## src/rtl/alu_pkg.sv

```systemverilog
`default_nettype none
// +----------------------------------------------------------------------+
// | Module      : alu_pkg                                                |
// | Description : Shared widths and status-flag bit positions for the    |
// |               ALU writeback slice.                                   |
// | Revision    : 1.0 - initial release                                  |
// +----------------------------------------------------------------------+
package alu_pkg;

  // Default ALU result width and register-index width
  localparam int DATA_W_DEFAULT = 64;
  localparam int ADDR_W_DEFAULT = 5;

  // Bit positions inside the {V,C,N,Z} status word
  localparam int FLAG_Z = 0;
  localparam int FLAG_N = 1;
  localparam int FLAG_C = 2;
  localparam int FLAG_V = 3;

endpackage : alu_pkg
`default_nettype wire

```

## src/rtl/wb_fifo2.sv

```systemverilog
`default_nettype none
// +----------------------------------------------------------------------+
// | Module      : wb_fifo2                                               |
// | Description : Two-entry in-order FIFO. Slot 0 is always the head, so |
// |               the output is a plain register with no read mux.       |
// | Revision    : 1.0 - initial release                                  |
// +----------------------------------------------------------------------+
module wb_fifo2 #(
  parameter int WIDTH = 69
) (
  input  logic             clk,
  input  logic             rst,
  input  logic             push,
  input  logic [WIDTH-1:0] din,
  input  logic             pop,
  output logic [WIDTH-1:0] dout,
  output logic [1:0]       count
);

  logic [WIDTH-1:0] r_mem0;
  logic [WIDTH-1:0] r_mem1;
  logic [1:0]       r_count;
  logic             w_pop;
  logic             w_push;

  // Guard the handshakes so the count can never wrap in either direction
  always_comb begin
    w_pop  = pop && (r_count != 2'd0);
    w_push = push && ((r_count != 2'd2) || w_pop);
  end

  // Shift-style storage: pops move slot 1 into the head slot
  always_ff @(posedge clk or posedge rst) begin
    if (rst) begin
      r_mem0  <= '0;
      r_mem1  <= '0;
      r_count <= 2'd0;
    end else begin
      case ({w_push, w_pop})
        2'b10: begin
          if (r_count == 2'd0) r_mem0 <= din;
          else                 r_mem1 <= din;
          r_count <= r_count + 2'd1;
        end
        2'b01: begin
          r_mem0  <= r_mem1;
          r_count <= r_count - 2'd1;
        end
        2'b11: begin
          if (r_count == 2'd1) begin
            r_mem0 <= din;
          end else begin
            r_mem0 <= r_mem1;
            r_mem1 <= din;
          end
        end
        default: ;
      endcase
    end
  end

  assign dout  = r_mem0;
  assign count = r_count;

endmodule : wb_fifo2
`default_nettype wire

```

## src/rtl/alu_writeback.sv

```systemverilog
`default_nettype none
// +----------------------------------------------------------------------+
// | Module      : alu_writeback                                          |
// | Description : Queues ALU results for the register-file write port    |
// |               and maintains the architectural {V,C,N,Z} flags.       |
// |               Writes to x0 are dropped; their flags still apply.     |
// | Config      : ALU_WRITEBACK_STICKY_V_EN - when defined, V is sticky  |
// |               and cleared only by flags_clr.                         |
// | Revision    : 1.0 - initial release                                  |
// +----------------------------------------------------------------------+
module alu_writeback
  import alu_pkg::*;
#(
  parameter int DATA_W = DATA_W_DEFAULT,
  parameter int ADDR_W = ADDR_W_DEFAULT
) (
  input  logic              clk,
  input  logic              reset,
  input  logic              in_valid,
  output logic              in_ready,
  input  logic [DATA_W-1:0] in_data,
  input  logic [3:0]        in_status,
  input  logic [ADDR_W-1:0] in_dest,
  input  logic              in_set_flags,
  output logic              out_valid,
  input  logic              out_ready,
  output logic [DATA_W-1:0] out_data,
  output logic [ADDR_W-1:0] out_dest,
  output logic [3:0]        flags,
  input  logic              flags_clr,
  output logic [1:0]        occupancy
);

  localparam int ENTRY_W = DATA_W + ADDR_W;

  logic               w_accept;
  logic               w_push;
  logic               w_pop;
  logic               w_flag_upd;
  logic [ENTRY_W-1:0] w_head;
  logic [1:0]         w_count;
  logic [3:0]         r_flags;

  // Handshakes derive only from FIFO count, never from in_* data paths
  always_comb begin
    in_ready   = (w_count != 2'd2);
    out_valid  = (w_count != 2'd0);
    w_accept   = in_valid && in_ready;
    w_push     = w_accept && (in_dest != '0);
    w_pop      = out_valid && out_ready;
    w_flag_upd = w_accept && in_set_flags;
  end

  wb_fifo2 #(
    .WIDTH (ENTRY_W)
  ) u_fifo (
    .clk   (clk),
    .rst   (reset),
    .push  (w_push),
    .din   ({in_data, in_dest}),
    .pop   (w_pop),
    .dout  (w_head),
    .count (w_count)
  );

  assign out_data  = w_head[ENTRY_W-1:ADDR_W];
  assign out_dest  = w_head[ADDR_W-1:0];
  assign occupancy = w_count;
  assign flags     = r_flags;

`ifdef ALU_WRITEBACK_STICKY_V_EN
  // V accumulates overflow until software clears it; a same-cycle update wins
  always_ff @(posedge clk or posedge reset) begin
    if (reset) begin
      r_flags <= 4'b0000;
    end else if (w_flag_upd) begin
      r_flags[FLAG_V]        <= (r_flags[FLAG_V] & ~flags_clr) | in_status[FLAG_V];
      r_flags[FLAG_C:FLAG_Z] <= in_status[FLAG_C:FLAG_Z];
    end else if (flags_clr) begin
      r_flags[FLAG_V] <= 1'b0;
    end
  end
`else
  logic w_unused_clr;
  assign w_unused_clr = flags_clr;

  // All four flags load together on an accepted flag-setting result
  always_ff @(posedge clk or posedge reset) begin
    if (reset) begin
      r_flags <= 4'b0000;
    end else if (w_flag_upd) begin
      r_flags <= in_status;
    end
  end
`endif

endmodule : alu_writeback
`default_nettype wire

```

## config.mk

```make
export PLATFORM = sky130hd
export DESIGN_NAME = alu_writeback
export DESIGN_NICKNAME = d
export VERILOG_FILES = /design/src/rtl/alu_pkg.sv /design/src/rtl/wb_fifo2.sv /design/src/rtl/alu_writeback.sv
export SDC_FILE = /design/constraint.sdc
export NUM_CORES = 1
export LEC_CHECK = 0
export ABC_AREA = 1
export BUFFER_PORTS_ARGS = -buffer_cell sky130_fd_sc_hd__buf_2
export CORE_MARGIN = 1
export CORE_UTILIZATION = 50
export CTS_BUF_LIST = sky130_fd_sc_hd__clkbuf_16
export CTS_CLUSTER_DIAMETER = 50
export DETAILED_ROUTE_END_ITERATION = 12
export GPL_ROUTABILITY_DRIVEN = 0
export MAX_ROUTING_LAYER = met4
export PLACE_DENSITY = 0.81
export SYNTH_ARGS = -nofsm -noshare
export SYNTH_HDL_FRONTEND = slang
export SYNTH_SLANG_ARGS = --single-unit
```

## constraint.sdc

```tcl
create_clock -name clk -period 10.4 [get_ports clk]
set_clock_uncertainty 0.2 [all_clocks]
set_input_delay 2.08 -clock clk [delete_from_list [all_inputs] [get_ports clk]]
set_output_delay 2.08 -clock clk [all_outputs]
set_load 0.05 [all_outputs]
```

# Word-level counts from Yosys, hierarchy flattened
# Index checks and enable logic that the tools add are counted.
[op_classes]
n_addsub = 2
n_eq_ne = 8
n_mux = 7
n_reduce_logical = 15
[op_table]
columns = ["cell", "count"]
rows = [
  ["$mux 69", 4],
  ["$pmux 69 s3", 1],
  ["$pmux 69 s2", 1],
  ["$logic_and 1x1->1", 6],
  ["$ne 2x2->1 const B", 3],
  ["$reduce_bool 2->1", 3],
  ["$reduce_bool 5->1", 1],
  ["$eq 2x1->1 const B", 2],
  ["$eq 2x2->1 const B", 2],
  ["$pmux 2 s2", 1],
  ["$reduce_and 3->1", 1],
  ["$reduce_bool 3->1", 1],
  ["$add 2x1->2 const B", 1],
  ["$logic_not 2->1", 1],
  ["$ne 2x1->1 const B", 1],
  ["$reduce_and 2->1", 1],
  ["$sub 2x1->2 const B", 1],
  ["$logic_or 1x1->1", 1],
]
[word_totals]
reg_bits = 144
in_bits = 79
output_inout_bits = 77
elab_cells = 36

# Logic depth before layout (Yosys ltp)
[depth]
depth_word = 8
mapped_depth = 14
ltp_nobuf = 12

# Cells and area by module
# Synthesis repeated with hierarchy kept, for this count alone.
[unflattened]
cells_unflattened = 1252
hier_area_um2 = 8152.8
[by_module_without_submodules]
columns = ["mod", "n_inst", "cells_each", "area_each_um2", "seq_area_each_um2"]
rows = [
  ["wb_fifo2", 1, 1224, 7930.1, 3503.4],
  ["alu_writeback", 1, 28, 222.7, 100.1],
]

# Least setup slack after synthesis
# Ideal clock, no wire load.
[synth_timing]
kind = "input to register"
from = "in out_ready"
to = "reg u_fifo.r_mem0[24] (netlist: u_fifo.dout[24])"
setup_time_ns = 0.067
t_arrival_ns = 3.720
required_ns = 10.133
path_slack_ns = 6.413
stages = 12
n_path_buf = 3
cell_sequence = "clkinv_1 > nor2_4 > clkbuf_1 > ha_1 > inv_1 > o21bai_2 > buf_2 > buf_2 > nand3_1 > nand2_1 > nand2_1 > nand2_1"
[synth_via]
elab_chain_len = 7
word_cells_on_any_way = 11
[synth_rtl]
columns = ["element", "line_no", "text"]
rows = [
  ["start: declaration", "alu_writeback.sv:26", "input logic out_ready,"],
  ["$logic_and 1x1->1 *", "alu_writeback.sv:50", "w_pop = out_valid && out_ready;"],
  ["$logic_and 1x1->1 *", "wb_fifo2.sv:28", "w_pop = pop && (r_count != 2'd0);"],
  ["$logic_or 1x1->1", "wb_fifo2.sv:29", "w_push = push && ((r_count != 2'd2) || w_pop);"],
  ["$logic_and 1x1->1", "wb_fifo2.sv:29", ""],
  ["$eq 2x2->1 or $eq 2x1->1 (tied branches)", "wb_fifo2.sv:39", "case ({w_push, w_pop})"],
  ["$ne 2x1->1 (no source line) or $reduce_bool 3->1 (tied branches)", "-", ""],
  ["$reduce_and 2->1 (no source line)", "-", ""],
  ["end signal: assignment", "wb_fifo2.sv:41", "if (r_count == 2'd0) r_mem0 <= din;"],
  ["end signal: assignment", "wb_fifo2.sv:46", "r_mem0 <= r_mem1;"],
  ["end signal: assignment", "wb_fifo2.sv:51", "r_mem0 <= din;"],
  ["end: declaration", "wb_fifo2.sv:20", "logic [WIDTH-1:0] r_mem0;"],
]
# Every way passes the cells marked *; elsewhere a longest branch is shown, timed or not.
# A chain may end at the register's enable or synchronous reset.

# Worst setup path in the final report
[layout_timing]
from = "in out_ready"
to = "reg u_fifo.r_mem1[60]"
[layout_via]
elab_chain_len = 7
word_cells_on_any_way = 11
[layout_rtl]
columns = ["element", "line_no", "text"]
rows = [
  ["$logic_and 1x1->1 *", "alu_writeback.sv:50", ""],
  ["$logic_and 1x1->1 *", "wb_fifo2.sv:28", ""],
  ["$logic_or 1x1->1", "wb_fifo2.sv:29", ""],
  ["$logic_and 1x1->1", "wb_fifo2.sv:29", ""],
  ["$eq 2x2->1", "wb_fifo2.sv:39", ""],
  ["$ne 2x2->1 (no source line) or $reduce_bool 2->1 (tied branches)", "-", ""],
  ["$reduce_and 3->1 (no source line)", "-", ""],
  ["end signal: assignment", "wb_fifo2.sv:42", "else r_mem1 <= din;"],
  ["end signal: assignment", "wb_fifo2.sv:54", "r_mem1 <= din;"],
  ["end: declaration", "wb_fifo2.sv:21", "logic [WIDTH-1:0] r_mem1;"],
]
# Marks and branches as above.

==> summary.md <==
| Metric | Value |
|---|---|
| Outcome | `complete, but fails checks` |
| Failing checks | `DRC` |
| WHS Path Cells | `2` |
| DR iter-0 viols | `622` |
| Fin nets | `1081` |
| Most common cell after layout, fill and taps aside | `nand2_1` |
| Pin count of the biggest net entering global routing | `95` |
| Worst path required time | `10.45 ns` |
| Synth Cell Area | `0.006740 mm2` |
| Switching Fraction | `46.26%` |
| Worst R2R Setup Slack | `6.10 ns` |
| Synth unique cells | `20` |
| Clk root buf | `clkbuf_16` |
| Register area | `0.003603 mm2` |
| H-tree levels | `4` |
| Peak VDD IR | `0.1627 mV` |
| Post-Syn Area per Cell | `7.747 um2` |
| First-pass DRT Iterations | `9` |
| Synth warnings | `0` |
| CP Capture Type | `flip-flop` |
| Hold Path Origin | `flags[1]` |
| Cell Int Power | `1611 uW` |
| Crit Path Max Fanout | `94` |
| Final Hold Vio Count | `0` |
| Pins Over Slew Limit | `0` |
| Clk slew on worst S/H paths | `0.05 ns` |
| Yosys top cell area share | `53.46%` |
| Beginning of the critical path | `out_ready` |
| Final worst path period need | `5.311 ns` |
| HP Class | `flip-flop to flip-flop` |
| Setup TNS | `0 ns` |
| Multi-input logic area | `0.002592 mm2` |
| Count of port buffers added during placement | `154` |
| Clock group share of total power | `23.3%` |
| GR Util All Layers | `26.22%` |
| Sequential area share after synthesis | `53.46%` |
| Endpoints failing setup | `0` |
| Finished Core Util | `62.45%` |
| Worst-Margin Slew | `0.9808 ns` |
| Routed len/inst | `14.06 um` |
| Clk sinks | `144` |
| Design Power | `2997 uW` |
| Seq pwr share | `32.1%` |
| Fill cells | `1174` |
| Max-cap violations | `0` |
| Antenna violations before repair | `3` |
| Cell taking the most area after synthesis | `dfrtp_1` |
| Worst skew pair latency | `0.42 ns` |
| Post-synth net total | `956` |
| #FFs+latches synth | `144` |
| Unrepaired setup endpoints after global routing | `false` |
| Commonest cells after routing, fill and taps aside | `359 x nand2_1, 154 x buf_2, 144 x dfrtp_1, 143 x nand3_1, 78 x inv_1` |
| Share of layout cells above drive strength 1 | `19.64%` |
| Post-detail-place hpwl | `9928 um` |
| Reg2reg start | `u_fifo.count[0]` |
| Vias | `6001` |
| R2r worst-path depth | `9` |
| CP arrival | `5.36 ns` |
| Die area | `0.01395 mm2` |
| Area grow syn2layout | `22.20%` |
| Cell Rows | `42` |
| Crit share post-route | `51.07%` |
| Cells after Synth | `870` |
| Hold_buf cts | `0` |
| ANT nets after route | `0` |
| Critical Path Source Type | `primary input` |
| Post-CTS setup buffer count | `0` |
| FMAX | `0.1883 GHz` |
| Die span in x | `118.1 um` |
| Clock Path Buffers | `2` |
| DRC | `2` |
| WL final | `16690 um` |
| Num ports | `156` |
| Initial Util | `51.10%` |
| TritonCTS buffer count | `17` |
| Post-CTS resize count | `0` |
| Core area | `0.01319 mm2` |
| Sw power | `1386 uW` |
| Leak | `0.004768 uW` |
| Die Y | `118.1 um` |
| GR Overflow Total | `0` |
| Relative slew margins | `34.38%` |
| First-pass GRT wire length | `27930 um` |
| Synth top area cells | `dfrtp_1 53%, nand2_1 20%, nand3_1 11%, inv_1 4.3%, o21ai_0 4.2%` |
| Crit path kind | `primary input to flip-flop` |
| Combinational share of power | `44.6%` |
| PwrDens | `363.8 mW/mm2` |
| Vias in the first global route | `5627` |
| CTS tree | `built` |
| DR vias/cell | `5.056` |
## cells by family (layout without fill, tap and decap cells)
family	Yosys count	count (layout)	synth area share [%]
other	0	3	0
buffers and inverters	136	274	8.186
DFF	144	144	53.46
and+or+nand+nor	509	509	31.32
xor gates and xnor gates	2	2	0.2599
adders and majority gates	7	7	1.299
AOI/OAI and AO/OA	72	72	5.476
## final cells by class
class,count,share of cell area [%]
Inverter,79,3.661
Multi-Input combinational cell,590,31.48
Clock buffer,17,5.165
Antenna cell,3,0.09114
Clock inverter,15,3.008
Sequential cell,144,43.75
Timing Repair Buffer,163,10.18
Tap cell,176,2.674
## registers in the layout, indices dropped and copies added (netlist names)
| signal | cells |
|---|---|
| flags | 4 |
| u_fifo.count | 2 |
| u_fifo.dout | 69 |
| u_fifo.r_mem1 | 69 |
## stage by stage
| stage | hold WS, ns | area [um2] | setup slack [ns] | cells |
|---|---|---|---|---|
| floorplan | 0.2538 | 6740 | 4.254 | 870 |
| global placement | 0.2539 | 7556 | 4.774 | 1152 |
| detailed placement | 0.2608 | 7556 | 4.733 | 1152 |
| CTS | 0.2752 | 8229 | 5.122 | 1184 |
| global route | 0.3000 | 8237 | 4.864 | 1187 |
| finish | 0.2684 | 8237 | 5.089 | 1187 |
## power groups by stage
stage                     registers [uW]  logic [uW]  clock network, uW
after CTS                            960        1350                706
after detailed placement             965        1340                  0
final                                961        1340                697
after global routing                 992        1470                730
after floorplan                     1380         605                  0
after global placement               954        1320                  0
## worst paths after layout
kind,end
setup reg to reg,u_fifo.r_mem1[60]
hold reg to reg,flags[1]
max in group asynchronous,u_fifo.r_mem1[41]
min in group asynchronous,u_fifo.r_mem1[29]
hold / removal,flags[1]
setup / recovery,u_fifo.r_mem1[60]
## cells in the mapped netlist
library cell	number
buf_2	24
buf_4	3
clkbuf_1	30
clkinv_1	1
dfrtp_1	144
ha_1	7
inv_1	77
inv_2	1
nand2_1	359
nand2_2	2
nand3_1	143
nand3_2	1
nor2_1	2
nor2_2	1
nor2_4	1
o211ai_1	1
o21ai_0	56
o21ai_1	14
o21bai_2	1
xnor2_1	2
## per-layer routing
metal | GRT usage (%) | share of wire (%) | vias up
li1 | - | - | 2984
met1 | 33.39 | 44 | 2789
met2 | 41.62 | 49 | 207
met3 | 5.281 | 6.1 | 21
met4 | 9.455 | 1.8 | 0
met5 | - | 0 | -
## critical path, stage by stage
cell and delay (ns):
buf_2 0.09, clkinv_1 0.09, nor2_4 0.67, buf_4 0.55
inv_2 0.35, ha_1 0.33, o211ai_1 0.21, buf_4 0.68
o21ai_0 0.22
Note: power is estimated with default switching activity, not from simulation.
